[config.mk]
export PLATFORM = sky130hd
export DESIGN_NAME = reg_op_scheduler
export DESIGN_NICKNAME = d
export VERILOG_FILES = /design/src/rtl/reg_op_scheduler.sv
export SDC_FILE = /design/constraint.sdc
export NUM_CORES = 1
export LEC_CHECK = 0
export ABC_AREA = 1
export CORE_ASPECT_RATIO = 0.7
export CORE_UTILIZATION = 48
export CTS_CLUSTER_SIZE = 30
export DETAILED_ROUTE_END_ITERATION = 7
export GPL_ROUTABILITY_DRIVEN = 0
export PLACE_DENSITY_LB_ADDON = 0.05
export SETUP_SLACK_MARGIN = 0.5
export SLEW_MARGIN = 20
export SYNTH_ARGS = -nofsm -noshare
export SYNTH_HDL_FRONTEND = slang
export SYNTH_SLANG_ARGS = --single-unit
[constraint.sdc]
create_clock -name Clock -period 3.3 [get_ports Clock]
set_input_delay 0.495 -clock Clock [delete_from_list [all_inputs] [get_ports Clock]]
set_output_delay 0.495 -clock Clock [all_outputs]
set_load 0.02 [all_outputs]
[src/rtl/reg_op_scheduler.sv]
// Two-requester scheduler driving the E/FunSel/I controls of a shared 32-bit register.
// Single ops pass through for one cycle; burst ops shift a word in MSB-first, one byte per beat.
module reg_op_scheduler #(
    parameter int BURST_BYTES = 4,
    parameter bit PRIO_FIXED  = 1'b0
) (
    input  logic        Clock,
    input  logic        rst,
    input  logic [1:0]  req_valid,
    input  logic [1:0]  req_burst,
    input  logic [5:0]  req_cmd,
    input  logic [63:0] req_data,
    output logic [1:0]  req_ready,
    output logic        reg_E,
    output logic [2:0]  reg_FunSel,
    output logic [31:0] reg_I,
    output logic        busy,
    output logic        grant_id,
    output logic        done,
    output logic        done_id
);

    typedef enum logic [1:0] {IDLE, ISSUE, BURST, DONE} state_t;

    localparam logic [2:0] SHIFT_BYTE = 3'b110;
    localparam logic [2:0] LAST_BEAT  = 3'(BURST_BYTES - 1);

    state_t      state, state_n;
    logic        e_n;
    logic [2:0]  fs_n;
    logic [31:0] i_n;
    logic [31:0] data_q, data_n;
    logic [2:0]  cnt, cnt_n;
    logic        last, last_n;
    logic        gid_n, did_n;
    logic        win;
    logic [2:0]  win_cmd;
    logic [31:0] win_data;
    logic        accept;

    // Beat k carries byte BURST_BYTES-1-k of the operand (MSB first).
    function automatic logic [7:0] beat_byte(input logic [31:0] d,
                                             input logic [2:0]  k);
        return 8'(d >> (8 * (BURST_BYTES - 1 - int'(k))));
    endfunction

    always_comb begin
        win = 1'b0;
        unique case (req_valid)
            2'b11:   win = PRIO_FIXED ? 1'b0 : ~last;
            2'b10:   win = 1'b1;
            default: win = 1'b0;
        endcase
    end

    assign win_cmd   = win ? req_cmd[5:3] : req_cmd[2:0];
    assign win_data  = win ? req_data[63:32] : req_data[31:0];
    assign accept    = (state == IDLE) && (|req_valid);
    assign req_ready = accept ? (win ? 2'b10 : 2'b01) : 2'b00;
    assign busy      = (state != IDLE);
    assign done      = (state == DONE);

    always_comb begin
        state_n = state;
        e_n     = reg_E;
        fs_n    = reg_FunSel;
        i_n     = reg_I;
        data_n  = data_q;
        cnt_n   = cnt;
        last_n  = last;
        gid_n   = grant_id;
        did_n   = done_id;
        unique case (state)
            IDLE: begin
                if (accept) begin
                    last_n = win;
                    gid_n  = win;
                    e_n    = 1'b1;
                    if (req_burst[win]) begin
                        fs_n    = SHIFT_BYTE;
                        data_n  = win_data;
                        i_n     = {24'b0, beat_byte(win_data, 3'd0)};
                        cnt_n   = 3'd0;
                        state_n = BURST;
                    end else begin
                        fs_n    = win_cmd;
                        i_n     = win_data;
                        state_n = ISSUE;
                    end
                end
            end
            ISSUE: begin
                e_n     = 1'b0;
                did_n   = grant_id;
                state_n = DONE;
            end
            BURST: begin
                if (cnt == LAST_BEAT) begin
                    e_n     = 1'b0;
                    did_n   = grant_id;
                    state_n = DONE;
                end else begin
                    cnt_n = cnt + 3'd1;
                    i_n   = {24'b0, beat_byte(data_q, cnt + 3'd1)};
                end
            end
            DONE: begin
                state_n = IDLE;
            end
            default: state_n = IDLE;
        endcase
    end

    always_ff @(posedge Clock or posedge rst) begin
        if (rst) begin
            state      <= IDLE;
            reg_E      <= 1'b0;
            reg_FunSel <= 3'b000;
            reg_I      <= 32'b0;
            data_q     <= 32'b0;
            cnt        <= 3'd0;
            last       <= 1'b1;
            grant_id   <= 1'b0;
            done_id    <= 1'b0;
        end else begin
            state      <= state_n;
            reg_E      <= e_n;
            reg_FunSel <= fs_n;
            reg_I      <= i_n;
            data_q     <= data_n;
            cnt        <= cnt_n;
            last       <= last_n;
            grant_id   <= gid_n;
            done_id    <= did_n;
        end
    end

endmodule

**Word level (Yosys, flattened, before mapping)**

Index checks and enable logic that the tools add are counted.
W data, S select, Z words.

- Reduce and logical (&&, ||, !) cells: 14
- Equality and inequality tests: 10
- Mux-type cells: 25
- $lt $le $gt $ge: 1
- $add $sub $neg: 2
- Bitwise operators: 1
- Shift operators: 1

Operators with widths:

| operator | count |
|---|---|
| $mux W32 | 4 |
| $pmux W32 S2 | 1 |
| $shr A32 B32 Y8 | 1 |
| $mux W3 | 5 |
| $mux W2 | 5 |
| $reduce_and A3 Y1 | 3 |
| $eq A2 B2 Y1 const B | 4 |
| $pmux W2 S4 | 1 |
| $ne A2 B2 Y1 const B | 3 |
| $pmux W3 S2 | 1 |
| $reduce_and A2 Y1 | 3 |
| $reduce_bool A2 Y1 | 3 |
| $mux W1 | 5 |
| $pmux W1 S2 | 2 |
| $reduce_and A4 Y1 | 1 |
| $sub A2 B3 Y4 const A | 1 |
| $add A3 B1 Y3 const B | 1 |
| $eq A3 B2 Y1 const B | 1 |
| $pmux W1 S3 | 1 |
| $reduce_bool A3 Y1 | 1 |
| $eq A2 B1 Y1 const B | 1 |
| $logic_not A2 Y1 | 1 |
| $lt A1 B2 Y1 const B | 1 |
| $ne A2 B1 Y1 const B | 1 |
| other kinds (3) | 3 |

- Word-level logic and storage cells: 63
- Register bits after elaboration: 76

**Longest topological paths before layout**

Gate-level depths: netlist of the first run.

- Depth after elaboration: 7
- Gate-level depth with buffers: 11

**Worst setup path before layout of the first run**

No wires, ideal clock.

- Kind: register to output
- Start: reg state[0]
- End: out req_ready[0]
- Arrival: 1.324 ns
- Required time: 2.805 ns
- Stages on the path, launching flop included: 7
- Setup slack: 1.481 ns
- Cell sequence: dfrtp_1 -> inv_1 -> ha_1 -> inv_2 -> nor2_8 -> inv_4 -> nor2_1

- Word-level cells in the longest chain between the ends: 3

Ends and longest elaborated chain:

| item | RTL line | source |
|---|---|---|
| from (decl) | 28 | `state_t state, state_n;` |
| from (signal assigned) | 126 | `state <= state_n;` |
| $logic_not A2 Y1 | 58 | `assign accept = (state == IDLE) && (\|req_valid);` |
| $logic_and A1 B1 Y1 | 58 |  |
| $mux W2 | 59 | `assign req_ready = accept ? (win ? 2'b10 : 2'b01) : 2'b00;` |
| to (decl) | 13 | `output logic [1:0] req_ready,` |

No other way between the ends.

**Final worst setup path of the first run**

- Start: in req_valid[0]
- End: out req_ready[1]

- Word-level cells in the longest chain between the ends: 4
- Elaborated cells between the ends (all ways): 7
- Those cells by class: eq/ne (2); mux (3); reduce/logical (2)

Ends and longest elaborated chain:

| item | RTL line | source |
|---|---|---|
| from (decl) | 9 | `input logic [1:0] req_valid,` |
| $eq A2 B2 Y1 | 49 | `unique case (req_valid)` |
| $pmux W1 S2 | 49 |  |
| $mux W2 | 59 |  |
| $mux W2 * | 59 |  |

Mark *: on every way between the ends. The rest lies on a longest branch, timed or not.

==> out/qor.yml, run 1 <==
grt_first_pass_wirelength_um: 18100
postSynthCellCount: 546
synth-warning-count: 0
synth.distinct_cells: 26
cp_cell_sequence: "clkdlybuf4s50_1 -> nand2_4 -> nand2_8 -> nor2_1 -> clkdlybuf4s50_1"
clk_latency_ns: 0.33
port_buffers: 117
rsz0062_at_grt: "no"
required_ns: 2.80
rows: 27
clockRootBuffer: "clkbuf_16"
grt_pass1_vias: 3724
cts_buffer_depth: 2
place_ws_ns: 0.332
core-area_um2: 8040
final.setup.worst_slack_ns: 0.625
setup_violations: 0
post_cts_buffers: 0
overflow: 0
cp_slowest_cell: "clkdlybuf4s50_1"
fin_skew_ns: 0.00482
fmax_mhz: 374
cap_violations: 0
dr.pass1.iters: 7
worst_pin_slew_ns: 0.846
drt_iter0_drc: 219
power.density_nw_per_um2: 907
via_per_inst: 5.12
synthesis.area_um2: 4060
crit_arrival_ns: 2.18
dp_hpwl_um: 7860
cts_buffers: 9
cp_max_fo: 20
cts.sinks: 76
start_util_pct: 50.5
syn_area_per_cell_um2: 7.44
period_needed_ns: 2.68
startpoint_type: "input pin"
final_max_slew_viol_count: 0
critPathKind: "in -> out"
antenna_found_initial: 0
cp-end-kind: "output pin"
grt.total_usage_pct: 26.1
fin_cells: 760
htreeDepth: 3
slowest_delay_ns: 0.62
boundaryPins: 118
run_status: "finished with violations"
r2r_slack_ns: 0.81
clk_pin_slew_ns: 0.05
drt_wl_total_um: 10700
die_y_um: 79.0
slew_headroom_pct: 43.5
n_fill_cell: 692
dieArea_um2: 8840
leakage_nw: 2.81
diodes: 0
grt_max_degree: 40
nets: 737
finalSetupTns_ns: 0
cts_tree: "built"
peakVddDrop_v: 0.000464
syn_nets: 629
crit_top_cell: "clkdlybuf4s50_1"
ys_ff_latch: 76
cts_hold_buf: 0
layout-drive-gt1-share_pct: 5.77
drc: 7
area_growth_pct: 37.4
hold_viol: 0
finalCritPeriodShare_pct: 81.1
cts_resized: 2
placed_area_um2: 5260
seq_area_frac_synth_pct: 46.9
antenna_left: 0
utilization_pct: 69.4
placed_cells: 744
wl_per_cell_um: 14.0
vias: 3889
violations: "design-rule violations"
die_x_um: 112
hp-class: "reg -> reg"
fin_area_um2: 5580
==> cell families after synthesis <==
group	after synthesis	share of synthesized area, %
AOI/OAI and AO/OA	80	10.2
adders and majority gates	7	2.16
DFF	76	46.9
buffers and inverters	88	9.52
and+or+nand+nor	295	31.2
==> cells in the mapped netlist <==
| cell type | count | share of area [%] |
|---|---|---|
| a21oi_1 | 17 | 2.1 |
| a41oi_1 | 2 | 0.43 |
| buf_2 | 15 | 1.8 |
| buf_4 | 4 | 0.74 |
| buf_6 | 2 | 0.55 |
| clkbuf_1 | 3 | 0.28 |
| clkinv_1 | 1 | 0.092 |
| dfrtp_1 | 75 | 46 |
| dfstp_2 | 1 | 0.65 |
| ha_1 | 7 | 2.2 |
| inv_1 | 58 | 5.4 |
| inv_2 | 2 | 0.18 |
| inv_4 | 3 | 0.46 |
| nand2_1 | 232 | 21 |
| nand2_2 | 3 | 0.46 |
| nand2_4 | 3 | 0.83 |
| nand3_1 | 25 | 3.1 |
| nand3b_1 | 12 | 2.2 |
| nand3b_2 | 1 | 0.28 |
| nor2_1 | 15 | 1.4 |
| nor2_4 | 2 | 0.55 |
| nor2_8 | 2 | 0.99 |
| o211a_1 | 1 | 0.25 |
| o21ai_0 | 35 | 4.3 |
| o21ai_1 | 23 | 2.8 |
| o22ai_1 | 2 | 0.31 |
==> cell type report <==
type | count | area (µm²) | area share, %
clock buffer | 10 | 239 | 4.28
clock inverter | 6 | 63.8 | 1.14
inverter | 64 | 248 | 4.44
multi-input combinational | 382 | 1790 | 32.0
sequential | 76 | 1900 | 34.1
tap | 101 | 126 | 2.26
timing repair buffer | 121 | 1220 | 21.8
==> worst max-delay path: cells and delay by family <==
family                 cells  cell delay, ns
AND/OR/NAND/NOR            3            0.55
buffers and inverters      2            1.13
==> path summary, 6_finish.rpt <==
| check | cells after the start | to | startpoint |
|---|---|---|---|
| setup reg to reg | 10 | cnt[0] | cnt[0] |
| hold / removal | 2 | reg_I[8] | reg_I[8] |
| hold reg to reg | 2 | reg_I[8] | reg_I[8] |
| max in group asynchronous | 3 | data_q[31] | rst |
| min in group asynchronous | 2 | data_q[10] | rst |
| setup / recovery | 5 | req_ready[1] | req_valid[0] |
==> through the flow <==
stage / hold WS [ns] / power (mW)
global route: 0.509 / 5.46
detailed placement: 0.465 / 4.07
finish: 0.485 / 5.06
floorplan: 0.449 / 3.17
global placement: 0.463 / 4.00
CTS: 0.485 / 5.08
==> placed cells by master (no fill, tap or decap), drive strengths merged, types with 4 or more instances in the layout <==
| master | Yosys | final |
|---|---|---|
| buf | 21 | 4 |
| nand3 | 25 | 25 |
| o21ai | 58 | 58 |
| clkinv | 1 | 4 |
| nand3b | 13 | 13 |
| ha | 7 | 7 |
| clkbuf | 3 | 10 |
| inv | 63 | 63 |
| a21oi | 17 | 17 |
| nand2 | 238 | 238 |
| dfrtp | 75 | 75 |
| clkdlybuf4s50 | 0 | 116 |
| nor2 | 19 | 19 |
==> metal layers <==
metal,global-route usage [%],vias up,part of all wire [%],wire length [µm]
met5,0,-,0,0
met1,35.8,1832,47,4980
met4,5.60,0,0.69,74
met3,6.41,10,6.6,706
met2,42.3,130,46,4910
li1,-,1917,-,-
==> report_power, final <==
part | total (mW) | switching (mW) | internal (mW)
registers | 1.61 | 0.238 | 1.37
clock network | 0.983 | 0.379 | 0.604
logic | 2.47 | 1.50 | 0.968
total | 5.06 | 2.12 | 2.94
==> registers in the layout (all words and copies together) (netlist names), 2 cells and up <==
| register | flops |
|---|---|
| reg_I | 32 |
| cnt | 3 |
| reg_FunSel | 3 |
| data_q | 32 |
| state | 2 |
Power figures use the tool's default switching activity.
==> run 2: changes to the inputs <==
--- a/config.mk
+++ b/config.mk
@@ -7,7 +7,7 @@
 export LEC_CHECK = 0
 export ABC_AREA = 1
 export CORE_ASPECT_RATIO = 0.7
-export CORE_UTILIZATION = 48
+export CORE_UTILIZATION = 43
 export CTS_CLUSTER_SIZE = 30
 export DETAILED_ROUTE_END_ITERATION = 7
 export GPL_ROUTABILITY_DRIVEN = 0
==> constraint.sdc (replaced) <==
create_clock -name Clock -period 2.16 [get_ports Clock]
set_input_delay 0.324 -clock Clock [delete_from_list [all_inputs] [get_ports Clock]]
set_output_delay 0.324 -clock Clock [all_outputs]
set_load 0.02 [all_outputs]
==> run 2 against run 1 <==
Against the previous run:
- sequential power up 51%
- critical path type is now reg -> reg
- final cell count up 7.5%
- wire length up 11%
- register-to-register slack worse by 0.34 ns
- highest routed layer unchanged
- the flow now finishes without violations
- critical endpoint is now data_q[15]
- non-clock buffer count up 31
- hold slack worse by 0.13 ns
- via count up 4.8%
==> out/qor.yml, run 2 (synthesis results as in run 1) <==
placed_cells: 776
die_x_um: 118
crit_arrival_ns: 1.90
cap_violations: 0
cts_tree: "built"
placed_area_um2: 5390
cts.sinks: 76
r2r-end: "data_q[15]"
utilization_pct: 67.1
core-area_um2: 9110
drc: 0
htreeDepth: 3
overflow: 0
rows: 29
peakVddDrop_v: 0.000728
run_status: "complete, no violations"
via_per_inst: 4.99
nets: 771
reg_top3: "data_q: 32 flops, reg_I: 32 flops"
fmax_mhz: 590
drt_iter0_drc: 229
place_ws_ns: -0.0209
power.density_nw_per_um2: 1410
wl_per_cell_um: 14.5
setup_violations: 0
mostFrequentLayoutCells: "nand2_1, clkdlybuf4s50_1, dfrtp_1, inv_1, o21ai_0"
period_needed_ns: 1.69
rr_startpoint: "last"
cts_buffer_depth: 2
slowest_delay_ns: 0.54
boundaryPins: 118
worst_pin_slew_ns: 0.459
vias: 4075
power_mw: 8.60
clk_latency_ns: 0.34
finalCritPeriodShare_pct: 78.5
hp-class: "in -> async"
dr.pass1.iters: 5
slew_headroom_pct: 69.3
grt_pass1_vias: 3929
dp_hpwl_um: 8160
rr_worst_depth: 7
drt_wl_total_um: 11800
critPathKind: "reg -> reg"
grt_max_degree: 35
final_common_cell: "nand2_1"
leakage_nw: 3.20
antenna_left: 0
holdWs_ns: 0.350
port_buffers: 117
clockRootBuffer: "clkbuf_16"
cp-end-kind: "register"
layout-drive-gt1-share_pct: 13.1
final_max_slew_viol_count: 0
n_fill_cell: 796
cp_cell_sequence: "nand2_2 -> buf_6 -> nand3b_4 -> nand2_8 -> nor2_8 -> clkbuf_16 -> o21ai_0"
grt.total_usage_pct: 24.7
area_growth_pct: 50.4
grt_first_pass_wirelength_um: 19300
die_y_um: 83.3
diodes: 0
cts_hold_buf: 0
start_util_pct: 44.6
r2r_slack_ns: 0.47
cp_max_fo: 14
hold_viol: 0
cts_buffers: 9
clk_pin_slew_ns: 0.06
cp_slowest_cell: "dfstp_2"
finalSetupTns_ns: 0
required_ns: 2.36
fin_skew_ns: 0.00683
fin_area_um2: 6110
rsz0062_at_grt: "yes"
dieArea_um2: 9840
startpoint_type: "register"
final.setup.worst_slack_ns: 0.465
antenna_found_initial: 0
fin_cells: 817
[run 2: how the worst max path moves through the flow]
stage                            start           end  slack, ns
after floorplan               state[0]  req_ready[0]       0.51
after global placement    req_valid[1]  req_ready[0]      0.003
after detailed placement  req_valid[1]  req_ready[0]      -0.02
after CTS                     state[0]  req_ready[0]       0.39
after global routing              last    data_q[15]       0.39
final                             last    data_q[15]       0.47
[run 2: metal layers]
| layer | vias to the layer above | track usage, % | routed length [µm] |
|---|---|---|---|
| li1 | 1990 | - | - |
| met1 | 1953 | 34.4 | 5670 |
| met2 | 121 | 39.0 | 5420 |
| met3 | 11 | 5.63 | 651 |
| met4 | 0 | 6.18 | 81 |
| met5 | - | 0 | 0 |
[run 2: report_power, final]
group	switching (mW)	total, mW	internal, mW
combinational	2.62	4.56	1.94
clock	0.572	1.61	1.04
sequential	0.333	2.43	2.10
total	3.52	8.60	5.08
[run 2: layout make-up]
cell class	count	area, µm²	area share [%]
clock buffers	11	243	3.97
clock inverters	5	75.1	1.23
inverters	64	277	4.53
multi-input cells	384	1880	30.8
flip-flops and latches	76	1900	31.1
well taps	124	155	2.54
repair buffers	152	1570	25.6
repair inverters	1	8.76	0.143
[run 2: timing repair]
item | CTS | global route
buffers inserted | 7 | 12
resized for setup | 34 | 45
endpoints found under the setup margin | 73 | 86
gates cloned | 3 | 3
pin swaps | 1 | 7
[run 2: critical path, delay by kind of cell, from the launching register on]
family | cells | cell delay (ns)
flops | 1 | 0.54
simple gates | 4 | 0.54
buf+inv | 2 | 0.36
compound gates | 1 | 0.09
==> run 3: changes to the inputs <==
==> constraint.sdc (replaced) <==
create_clock -name Clock -period 1.5 [get_ports Clock]
set_input_delay 0.225 -clock Clock [delete_from_list [all_inputs] [get_ports Clock]]
set_output_delay 0.225 -clock Clock [all_outputs]
set_load 0.02 [all_outputs]
==> run 3 against run 2 <==
Against the previous run:
- the flow now finishes with violations (negative setup slack)
- clock skew decreased by 0.0015 ns
- critical path depth increased by 2
- setup slack got worse by 0.60 ns
- register-to-register slack got worse by 0.60 ns
- sequential share of layout area decreased by 5.2 points
- wire length increased by 17%
- critical path type unchanged
- highest routed layer unchanged
==> out/qor.yml, run 3 (synthesis results as in run 1) <==
run_status: "finished with violations"
violations: "negative setup slack"
via_per_inst: 5.11
grt.total_usage_pct: 25.9
cts.sinks: 76
worst_pin_slew_ns: 0.395
power.density_nw_per_um2: 2140
port_buffers: 117
cp-end-kind: "register"
antenna_left: 0
fin_cells: 872
fmax_mhz: 610
clockRootBuffer: "clkbuf_16"
clk_latency_ns: 0.34
grt_max_degree: 35
vias: 4457
slowest_delay_ns: 0.55
critPathKind: "reg -> reg"
cp_slowest_cell: "dfstp_2"
utilization_pct: 80.6
cap_violations: 0
dp_hpwl_um: 8560
startpoint_type: "register"
finalCritPeriodShare_pct: 109
cp_max_fo: 8
cts_buffer_depth: 2
hp-class: "in -> async"
clk_pin_slew_ns: 0.06
wl_per_cell_um: 15.8
diodes: 0
antenna_found_initial: 0
power_mw: 15.7
area_growth_pct: 80.7
crit_arrival_ns: 1.90
crit_top_cell: "buf_12"
required_ns: 1.77
holdWs_ns: 0.292
mostFrequentLayoutCells: "nand2_1, dfrtp_1, clkdlybuf4s50_1, buf_4, inv_1"
rsz0062_at_grt: "yes"
drc: 0
place_ws_ns: -0.503
final_max_slew_viol_count: 0
final.setup.worst_slack_ns: -0.138
slew_headroom_pct: 73.7
cts_tree: "built"
dieArea_um2: 9840
nets: 826
dr.pass1.iters: 5
htreeDepth: 3
grt_pass1_vias: 4330
grt_first_pass_wirelength_um: 20200
fin_skew_ns: 0.00529
placed_cells: 807
drt_wl_total_um: 13800
final_common_cell: "nand2_1"
cp_cell_sequence: "nand2_4 -> buf_8 -> nand3b_4 -> nand2_8 -> nor2_8 -> buf_12 -> buf_12 -> clkinv_8 -> o21ai_2"
rows: 29
overflow: 0
drt_iter0_drc: 261
setup_violations: 69
cts_buffers: 9
period_needed_ns: 1.64
peakVddDrop_v: 0.00111
boundaryPins: 118
rr_worst_depth: 9
r2r_slack_ns: -0.14
core-area_um2: 9110
reg_top3: "data_q: 32 flops, reg_I: 32 flops"
die_x_um: 118
start_util_pct: 44.6
leakage_nw: 3.74
layout-drive-gt1-share_pct: 39.4
hold_viol: 0
die_y_um: 83.3
==> run 3: final timing paths <==
check / from / to
worst max-delay path: last / data_q[1]
worst min-delay path: rst / reg_I[18]
worst max register to register: last / data_q[1]
worst min register to register: data_q[2] / data_q[2]
max in group asynchronous: rst / state[1]
min in group Clock: data_q[2] / data_q[2]
==> run 3: layout make-up <==
cell class	count	area [µm²]
repair inverters	2	36.3
repair buffers	207	2190
well taps	124	155
clock inverters	4	95.1
fillers	569	1770
clock buffers	12	256
inverters	64	293
multi-input cells	383	2410
flip-flops and latches	76	1900
==> run 3: metal layers <==
metal,GRT usage (%),routed length [µm],vias up
met2,44.4,6860,160
met5,0,0,-
met1,33.1,5930,2157
met4,7.81,311,0
met3,5.15,709,31
li1,-,-,2109
==> run 3: power breakdown <==
| part | switching [mW] | internal (mW) |
|---|---|---|
| clock network | 0.830 | 1.71 |
| registers | 0.624 | 3.02 |
| logic | 5.08 | 4.47 |
==> run 3: through the flow <==
step           setup TNS (ns)  cell area (µm²)
6_report                -6.30             7340
3_5_place_dp           -28.40             5720
2_1_floorplan               0             4180
5_1_grt                -10.55             7340
3_3_place_gp           -26.18             5720
4_1_cts                 -2.20             6610
==> run 3: critical path: cells and delay by family (launching register included) <==
family	cells	cell delay (ns)
simple gates	4	0.39
flops	1	0.55
buf+inv	4	0.49
compound gates	1	0.12
==> run 3: what timing repair did <==
action	CTS	global route
endpoints found under the setup margin	118	118
hold endpoints to repair	0	0
resized for setup	325	142
pin swaps	11	16
hold buffers	0	0
setup buffers	19	20
cloned	4	6
